==> config.mk <==
export PLATFORM = sky130hd
export DESIGN_NAME = fc_frame_tap_buffer
export DESIGN_NICKNAME = d
export VERILOG_FILES = /design/src/rtl/fc_frame_tap_buffer.sv
export SDC_FILE = /design/constraint.sdc
export NUM_CORES = 1
export LEC_CHECK = 0
export ABC_AREA = 1
export BUFFER_PORTS_ARGS = -buffer_cell sky130_fd_sc_hd__buf_2
export CORE_ASPECT_RATIO = 0.5
export CORE_MARGIN = 3
export CORE_UTILIZATION = 48
export CTS_CLUSTER_DIAMETER = 80
export CTS_CLUSTER_SIZE = 20
export DETAILED_ROUTE_END_ITERATION = 8
export PLACE_DENSITY = 0.8
export SYNTH_ARGS = -nofsm -noshare
export SYNTH_HDL_FRONTEND = slang
export SYNTH_SLANG_ARGS = --single-unit
==> constraint.sdc <==
create_clock -name clk -period 9.8 [get_ports clk]
set_clock_uncertainty 0.1 [all_clocks]
set_input_delay 1.47 -clock clk [delete_from_list [all_inputs] [get_ports clk]]
set_output_delay 1.47 -clock clk [all_outputs]
set_load 0.02 [all_outputs]
==> src/rtl/fc_frame_tap_buffer.sv <==
// fc_frame_tap_buffer
// Collects NUM_TAPS serial samples from an FC layer into one frame and presents
// them in parallel behind a valid/ready handshake. Slice 0 of out_taps is the
// oldest sample of the frame. Upper slices may hold previous-frame data until
// they are overwritten, so out_taps is meaningful only while out_valid is high.
// Optional running argmax (max_val / max_idx) is built when ARGMAX_EN is defined.
module fc_frame_tap_buffer #(
    parameter int DATA_WIDTH = 32,
    parameter int NUM_TAPS   = 10,
    parameter int CNT_W      = $clog2(NUM_TAPS + 1),
    parameter int IDX_W      = $clog2(NUM_TAPS)
) (
    input  logic                           clk,
    input  logic                           rst,
    input  logic                           clear,
    input  logic [DATA_WIDTH-1:0]          in_data,
    input  logic                           in_valid,
    output logic                           in_ready,
    output logic [NUM_TAPS*DATA_WIDTH-1:0] out_taps,
    output logic                           out_valid,
    input  logic                           out_ready,
    output logic [CNT_W-1:0]               fill_count
`ifdef ARGMAX_EN
    ,
    output logic [DATA_WIDTH-1:0]          max_val,
    output logic [IDX_W-1:0]               max_idx
`endif
);

    typedef enum logic [0:0] {
        ST_FILL = 1'b0,
        ST_HOLD = 1'b1
    } state_t;

    state_t                         state_r;
    state_t                         state_s;
    logic [CNT_W-1:0]               cnt_r;
    logic [CNT_W-1:0]               cnt_s;
    logic [NUM_TAPS*DATA_WIDTH-1:0] taps_r;
    logic                           in_ready_s;
    logic                           push_s;
    logic                           pop_s;

    assign in_ready_s = (state_r == ST_FILL) ? 1'b1 : out_ready;
    assign push_s     = in_valid & in_ready_s;
    assign pop_s      = (state_r == ST_HOLD) & out_ready;

    assign in_ready   = in_ready_s;
    assign out_valid  = (state_r == ST_HOLD);
    assign out_taps   = taps_r;
    assign fill_count = cnt_r;

    // Next-state and fill-count logic; clear overrides push and pop
    always_comb begin
        state_s = state_r;
        cnt_s   = cnt_r;
        if (clear) begin
            state_s = ST_FILL;
            cnt_s   = {CNT_W{1'b0}};
        end else begin
            case (state_r)
                ST_FILL: begin
                    if (push_s) begin
                        if (cnt_r == CNT_W'(NUM_TAPS - 1)) begin
                            state_s = ST_HOLD;
                            cnt_s   = CNT_W'(NUM_TAPS);
                        end else begin
                            cnt_s   = cnt_r + CNT_W'(1);
                        end
                    end else begin
                        cnt_s = cnt_r;
                    end
                end
                ST_HOLD: begin
                    if (pop_s) begin
                        state_s = ST_FILL;
                        // a sample pushed alongside the pop starts the next frame
                        cnt_s   = push_s ? CNT_W'(1) : {CNT_W{1'b0}};
                    end else begin
                        state_s = ST_HOLD;
                    end
                end
                default: begin
                    state_s = ST_FILL;
                    cnt_s   = {CNT_W{1'b0}};
                end
            endcase
        end
    end

    // State and fill-count registers
    always_ff @(posedge clk or posedge rst) begin
        if (rst) begin
            state_r <= ST_FILL;
            cnt_r   <= {CNT_W{1'b0}};
        end else begin
            state_r <= state_s;
            cnt_r   <= cnt_s;
        end
    end

    // Tap shift register: newest sample enters at the top slice
    always_ff @(posedge clk or posedge rst) begin
        if (rst) begin
            taps_r <= {(NUM_TAPS*DATA_WIDTH){1'b0}};
        end else if (clear) begin
            taps_r <= {(NUM_TAPS*DATA_WIDTH){1'b0}};
        end else if (push_s) begin
            taps_r <= {in_data, taps_r[NUM_TAPS*DATA_WIDTH-1:DATA_WIDTH]};
        end
    end

`ifdef ARGMAX_EN
    logic [DATA_WIDTH-1:0] max_val_r;
    logic [IDX_W-1:0]      max_idx_r;
    logic                  first_s;
    logic                  greater_s;

    // First-sample and strict signed-greater detection for the running max
    always_comb begin
        first_s   = 1'b0;
        greater_s = 1'b0;
        if (state_r == ST_HOLD) begin
            first_s = 1'b1;
        end else begin
            first_s = (cnt_r == {CNT_W{1'b0}});
        end
        greater_s = ($signed(in_data) > $signed(max_val_r));
    end

    // Running max register; ties keep the earlier (lower) index
    always_ff @(posedge clk or posedge rst) begin
        if (rst) begin
            max_val_r <= {DATA_WIDTH{1'b0}};
            max_idx_r <= {IDX_W{1'b0}};
        end else if (clear) begin
            max_val_r <= {DATA_WIDTH{1'b0}};
            max_idx_r <= {IDX_W{1'b0}};
        end else if (push_s) begin
            if (first_s) begin
                max_val_r <= in_data;
                max_idx_r <= {IDX_W{1'b0}};
            end else if (greater_s) begin
                max_val_r <= in_data;
                max_idx_r <= IDX_W'(cnt_r);
            end
        end
    end

    assign max_val = max_val_r;
    assign max_idx = max_idx_r;
`endif

endmodule

==> metrics.txt, run 1 <==
run status finished, final reports clean; IO Pins 363; Vias 11100; met3 Resource Use GR 3.33%; clock latency on the worst-skew pair 0.51 ns; crit path max fanout 113; CTS clk-pin slew, worst paths 0.08 ns; vias in the first global route 9922; slowest CP cell buf_4; non-filler cells, final 2288; TritonRoute pass-1 iters 5; largest area contributor in the netlist dfrtp_1; worst flop-to-flop path endpoint out_taps[114]; met1 usage 32.7%; die width 243 um; PostCTS Resize Cnt 0; Ant. Diodes 0; FILL cells 2490; # rows 42; Syn Nets 1657; Hold Crit Class register to register; Commonest cells post-synth nand2_1 (661), dfrtp_1 (325), inv_1 (202), o21ai_0 (149), nand3_1 (94); largest net degree at the start of global routing 250; clock sink count 325; count leader, synth nand2_1; most numerous cell on the critical path nand2_1; period utilization 40.7%; Critical Path Start Type input port; final hold vios 0; setup tns final 0 ns; Max Buffers Root-to-Sink 3; global-route wire length before repair 56100 um; Worst-Margin Slew 1.09 ns; R2R depth 7; post-synth cell types 21; P_leak 9.96 nW; CTS Hold Bufs 0; total power per unit cell area 160 nW/um^2; I/O Buffers 362; mux share of post-synthesis cell area 0%; WL final 35600 um; Synth area leaders dfrtp_1 (60%), nand2_1 (18%), inv_1 (5.6%); Synth Area in XOR/XNOR 0%; crit path capture type register; adder-cell area share of the yosys netlist 0.186%; Syn Inst Count 1618; Setup-failing EPs final 0; post-route ant nets 0; synthesis-to-layout area growth 18.1%; unrepaired setup endpoints after global routing no; Req. time, crit path 10.15 ns; Post-synth EDFFs 0; relative slew slack 27.1%; total grt overflow 0; initial drt markers 1132; drt via density 4.84; syn_area_per_cell 8.33 um^2; Tot GR Track Use 22.9%; crit path capture out_taps[114]; die area 30200 um^2; # DRC 0; Final Max Tran Viols 0; mapped cell area 13500 um^2; top_reg_cell synth dfrtp_1; WP data arrival 4.34 ns; simple-gate portion of the synthesized area 23.9%; async set-reset flop share out of synthesis 100%; sequential share of the synthesized area 60.3%; htree depth 1; Max stage delay on crit path 0.96 ns; met2 usage 36.0%; hpwl dp 24200 um; Seq cells post-synth 325; Crit Path Class input port to register; max cap viols 0; area of the core 27000 um^2; top-area cell type share of the netlist area 60.3%; main combinational cell family by area after synthesis simple AND/OR/NAND/NOR gates; share of layout cells above drive strength 1 20.8%; FMAX 0.251 GHz; routed len/inst 15.6 um; CTS Buf Count 20; worst reg2reg startpoint out_valid; post-synthesis compound-gate area fraction 6.15%; Final #Nets 1953; initial antenna violation count 0; routability congestion estimate from global placement 0.869; flop2flop setup slack 6.86 ns; crit path from clear; postcts setup bufs 0; most crowded layer after global routing met2; placed cells 2266; yosys warns 0; Clk Tree Root Cell clkbuf_16; height of the die 124 um; Starting Density 49.9%; crit path time final 3.99 ns; worst-path cell chain buf_4, inv_4, nand2_1, inv_6, buf_4, nand2_1, nand2_1; CTS tree done; Max VDD drop 0.0987 mV
worst min-delay path by stage:
stage | start | endpoint | slack [ns] | cells past startpoint
floorplan | out_taps[0] | out_taps[0] | 0.48 | 2
global placement | out_taps[30] | out_taps[30] | 0.35 | 2
detailed placement | out_taps[21] | out_taps[21] | 0.35 | 2
CTS | out_taps[21] | out_taps[21] | 0.37 | 2
global route | out_taps[1] | out_taps[1] | 0.39 | 2
finish | out_taps[21] | out_taps[21] | 0.37 | 2
metrics by stage:
stage | instance area (um^2) | hold slack [ns] | power, mW | util [%] | setup slack (ns)
after CTS | 15900 | 0.374 | 2.58 | 58.9 | 5.86
after global routing | 15900 | 0.390 | 2.66 | 58.9 | 5.55
after global placement | 15400 | 0.349 | 1.75 | 56.9 | 5.39
after floorplan | 13500 | 0.478 | 1.65 | - | 3.89
final | 15900 | 0.372 | 2.55 | 58.9 | 5.81
after detailed placement | 15400 | 0.353 | 1.76 | 56.9 | 5.31
sequential cells by signal, indices dropped and copies added, names as in the netlist:
register	flops
fill_count	4
out_taps	320
out_valid	1
routing by layer:
layer | share of wire [%] | up-vias | wire length (um)
met5 | 0 | - | 0
met4 | 4.3 | 0 | 1530
met3 | 4.6 | 74 | 1650
met2 | 47 | 302 | 16700
met1 | 44 | 5189 | 15700
li1 | - | 5498 | -
worst max-delay path: cells and delay by family:
| kind | cells | cell delay [ns] |
|---|---|---|
| AND/OR/NAND/NOR | 3 | 0.47 |
| buffers and inverters | 4 | 2.25 |
power by group:
part / switching (mW) / internal (mW) / leakage [nW]
logic: 0.232 / 0.0801 / 5.33
registers: 0.0306 / 1.39 / 4.37
clock network: 0.430 / 0.386 / 0.266
logic make-up (layout without fill, tap and decap cells):
| group | count (synthesis) | in the layout |
|---|---|---|
| adder cells (fa/ha/maj) | 2 | 2 |
| AND/OR/NAND/NOR | 825 | 825 |
| buffers and inverters | 301 | 597 |
| AO/OA/AOI/OAI | 165 | 165 |
| flip-flops | 325 | 325 |
placed cells by master (no fill, tap or decap):
cell	Yosys	routed
nand2_1	661	661
buf_2	35	361
dfrtp_1	325	325
inv_1	202	201
o21ai_0	149	149
nand3_1	94	94
nor2_1	65	65
clkbuf_16	0	21
o21ai_1	15	15
buf_4	18	8
ha_1	2	2
buf_12	0	2
nand2_2	1	1
inv_4	0	1
inv_6	0	1
a21oi_4	0	1
clkinvlp_4	0	1
nand4_1	1	1
nand3b_1	1	1
nor3_1	1	1
nor2_4	0	1
inv_12	0	1
area by class of cell:
| type | count | area (um^2) | area share [%] |
|---|---|---|---|
| inverters | 204 | 777 | 4.88 |
| flip-flops and latches | 325 | 8130 | 51.1 |
| clock inverters | 1 | 16.3 | 0.102 |
| repair buffers | 371 | 1910 | 12.0 |
| clock buffers | 21 | 526 | 3.30 |
| well taps | 374 | 468 | 2.94 |
| multi-input cells | 992 | 4090 | 25.7 |
Note: power is estimated with default switching activity, not from simulation.
==> run 2, diff against run 1 <==
--- a/config.mk
+++ b/config.mk
@@ -5,7 +5,7 @@
 export SDC_FILE = /design/constraint.sdc
 export NUM_CORES = 1
 export LEC_CHECK = 0
-export ABC_AREA = 1
+export ABC_AREA = 0
 export BUFFER_PORTS_ARGS = -buffer_cell sky130_fd_sc_hd__buf_2
 export CORE_ASPECT_RATIO = 0.5
 export CORE_MARGIN = 3
@@ -13,7 +13,7 @@
 export CTS_CLUSTER_DIAMETER = 80
 export CTS_CLUSTER_SIZE = 20
 export DETAILED_ROUTE_END_ITERATION = 8
-export PLACE_DENSITY = 0.8
+export PLACE_DENSITY = 0.79
 export SYNTH_ARGS = -nofsm -noshare
 export SYNTH_HDL_FRONTEND = slang
 export SYNTH_SLANG_ARGS = --single-unit
==> constraint.sdc (replaced) <==
create_clock -name clk -period 3.65 [get_ports clk]
set_clock_uncertainty 0.1 [all_clocks]
set_input_delay 0.5475 -clock clk [delete_from_list [all_inputs] [get_ports clk]]
set_output_delay 0.5475 -clock clk [all_outputs]
set_load 0.02 [all_outputs]
==> metrics.txt, run 2 <==
run status finished, final reports clean; Psw 1.57 mW (+130%); I/O Buffers 362 (unchanged); P_leak 7.62 nW (-24%); crit path capture in_ready; R2R depth 4 (-3); Buf/Inv on CP 2 (-2); Crit Path Class register to output port; unrepaired setup endpoints after global routing no; height of the die 127 um (+2.1%); Comb pwr share 6.9% (-5.3 points); Req. time, crit path 3.00 ns (-7.15 ns); CTS Buf Count 20 (unchanged); routability congestion estimate from global placement 0.863 (-0.71%); WL final 43200 um (+21%); slowest CP cell dfrtp_1; Ant. Diodes 0 (unchanged); post-layout instance area 16300 um^2 (+2.1%); Max Buffers Root-to-Sink 3 (unchanged); Starting Density 49.8% (-0.077 points); Synth area leaders dfrtp_1 (58%), a21oi_1 (12%), nand3_1 (11%); Tot GR Track Use 26.3% (+3.3 points); FILL cells 2587 (+3.9%); CTS tree done; # DRC 0 (unchanged); core occupancy in the finished layout 57.5% (-1.4 points); vias in the first global route 11500 (+16%); async set-reset flop share out of synthesis 100% (unchanged); total power per unit cell area 390 nW/um^2 (+140%); max FFs per register 320 (unchanged); Clk Tree Root Cell clkbuf_16; count leader, synth dfrtp_1; Setup-failing EPs final 0 (unchanged); largest net degree at the start of global routing 323 (+29%); total grt overflow 0 (unchanged); WP data arrival 2.17 ns (-2.17 ns); initial antenna violation count 0 (unchanged); CTS Hold Bufs 0 (unchanged); # rows 43 (+2.4%); Max stage delay on crit path 0.53 ns (-0.43 ns); Tot Pwr 6.34 mW (+150%); share of layout cells above drive strength 1 23.9% (+3.0 points); Clk pwr share 35.2% (+3.2 points); top-area cell type share of the netlist area 57.8% (-2.5 points); drt via density 6.09 (+26%); CTS clk-pin slew, worst paths 0.08 ns (about the same); post-synth cell types 28 (+33%); Worst-Margin Slew 1.24 ns (+0.147 ns); die width 248 um (+2.1%); top_reg_cell synth dfrtp_1; post-route ant nets 0 (unchanged); crit path from out_valid; FMAX 0.355 GHz; sequential power share 57.9% (+2.2 points); hold slack 0.0123 ns (-0.360 ns); Final #Nets 1759 (-9.9%); Int Pwr 4.77 mW (+160%); most frequent cells in the layout buf_2 (360), dfrtp_1 (325), a21oi_1 (324); placed cells 2080 (-8.2%); Seq cells post-synth 325 (unchanged); Vias 12800 (+16%); Syn Inst Count 1493 (-7.7%); relative slew slack 17.3% (-9.8 points); Critical Path Start Type register; non-filler cells, final 2102 (-8.1%); worst reg2reg startpoint out_valid; mapped cell area 14100 um^2 (+4.4%); die area 31500 um^2 (+4.2%); yosys warns 0 (unchanged); area of the core 28200 um^2 (+4.6%); initial drt markers 1653 (+46%); IO Pins 363 (unchanged); placed instance area 15700 um^2 (+2.1%); final hold vios 0 (unchanged); syn_area_per_cell 9.43 um^2 (+13%); crit path time final 2.81 ns; period utilization 77.1%; worst-path cell chain nor2b_4, clkinv_8, buf_2; PostCTS Resize Cnt 0 (unchanged); TritonRoute pass-1 iters 8 (+3); crit path capture type output port; Max VDD drop 0.250 mV (+150%); largest area contributor in the netlist dfrtp_1; postcts setup bufs 0 (unchanged); Final Max Tran Viols 0 (unchanged); Post-synth EDFFs 0 (unchanged); Crit path max-delay family buffers and inverters; routed len/inst 20.6 um (+32%); hpwl dp 26300 um (+8.5%); sw frac 24.8% (-2.4 points); worst flop-to-flop path endpoint out_taps[201]; Syn Nets 1532 (-7.5%); Hold Crit Class input port to async pin; sequential share of the synthesized area 57.8% (-2.5 points); clock sink count 325 (unchanged); crit path max fanout 140 (+24%); max cap viols 0 (unchanged); Commonest cells post-synth dfrtp_1 (325), a21oi_1 (324), nand3_1 (321), o21ai_0 (276), clkbuf_1 (77); htree depth 1 (unchanged); global-route wire length before repair 67300 um (+20%); Critical Path Stages 3 (-4); clock latency on the worst-skew pair 0.52 ns (about the same); commonest non-fill, non-tap cell in the layout buf_2; flop2flop setup slack 1.15 ns (-5.71 ns); synthesis-to-layout area growth 15.5%
-- run 2: cell count changes in the layout (fill, tap and decap cells not counted), moves of 2 or more --
| cell | change |
|---|---|
| a21oi_1 | +324 |
| buf_12 | +5 |
| buf_4 | +7 |
| buf_8 | +2 |
| inv_1 | -200 |
| nand2_1 | -658 |
| nand3_1 | +227 |
| nor2_1 | -64 |
| o21ai_0 | +127 |
| o21ai_1 | +31 |
| or3_1 | +2 |
-- run 2: worst min path at each step --
stage,to,slack (ns),cells past startpoint,startpoint
2_1_floorplan,out_taps[209],0.53,2,out_taps[241]
3_3_place_gp,out_taps[2],0.43,2,out_taps[2]
3_5_place_dp,out_taps[6],0.43,2,out_taps[6]
4_1_cts,out_taps[141],0.005,2,rst
5_1_grt,out_taps[204],0.03,2,rst
6_report,out_taps[204],0.01,2,rst
-- run 2: area by class of cell --
| cell class | count | area [um^2] | share of cell area (%) |
|---|---|---|---|
| flip-flops and latches | 325 | 8130 | 50.0 |
| multi-input cells | 985 | 4970 | 30.6 |
| repair buffers | 384 | 2080 | 12.8 |
| clock buffers | 21 | 526 | 3.23 |
| well taps | 382 | 478 | 2.94 |
| inverters | 4 | 38.8 | 0.239 |
| clock inverters | 1 | 16.3 | 0.100 |
-- run 2: power groups by stage --
stage          Clock [mW]  Combinational (mW)  Sequential [mW]
5_1_grt              2.41               0.480             3.68
4_1_cts              2.29               0.439             3.67
2_1_floorplan           0               0.240             3.78
6_report             2.24               0.438             3.67
3_5_place_dp            0               0.438             3.74
3_3_place_gp            0               0.437             3.74
-- run 2: through the flow --
step | setup TNS, ns | setup slack, ns
global route | 0 | 0.681
global placement | 0 | 1.08
floorplan | -433.63 | -1.33
CTS | 0 | 0.823
detailed placement | 0 | 1.02
finish | 0 | 0.835
-- run 2: routing by layer --
metal	vias to the layer above	track usage [%]	wire length, um	part of all wire (%)
li1	5803	-	-	-
met1	6333	38.7	18300	42
met2	560	40.6	20600	48
met3	99	3.17	2530	5.9
met4	0	9.06	1770	4.1
met5	-	0	0	0
-- run 2: worst register-to-register path, delay by kind of cell (launching register included) --
family	cells	cell delay, ns
buffers and inverters	1	0.88
and+or+nand+nor	1	0.32
AOI/OAI and AO/OA	2	0.59
DFF	1	0.53
-- run 2: kinds of logic after synthesis --
family	share of synthesized area, %
and+or+nand+nor	12.0
adders and majority gates	0.178
AOI/OAI and AO/OA	23.1
DFF	57.8
buffers and inverters	6.86
muxes	0.0711
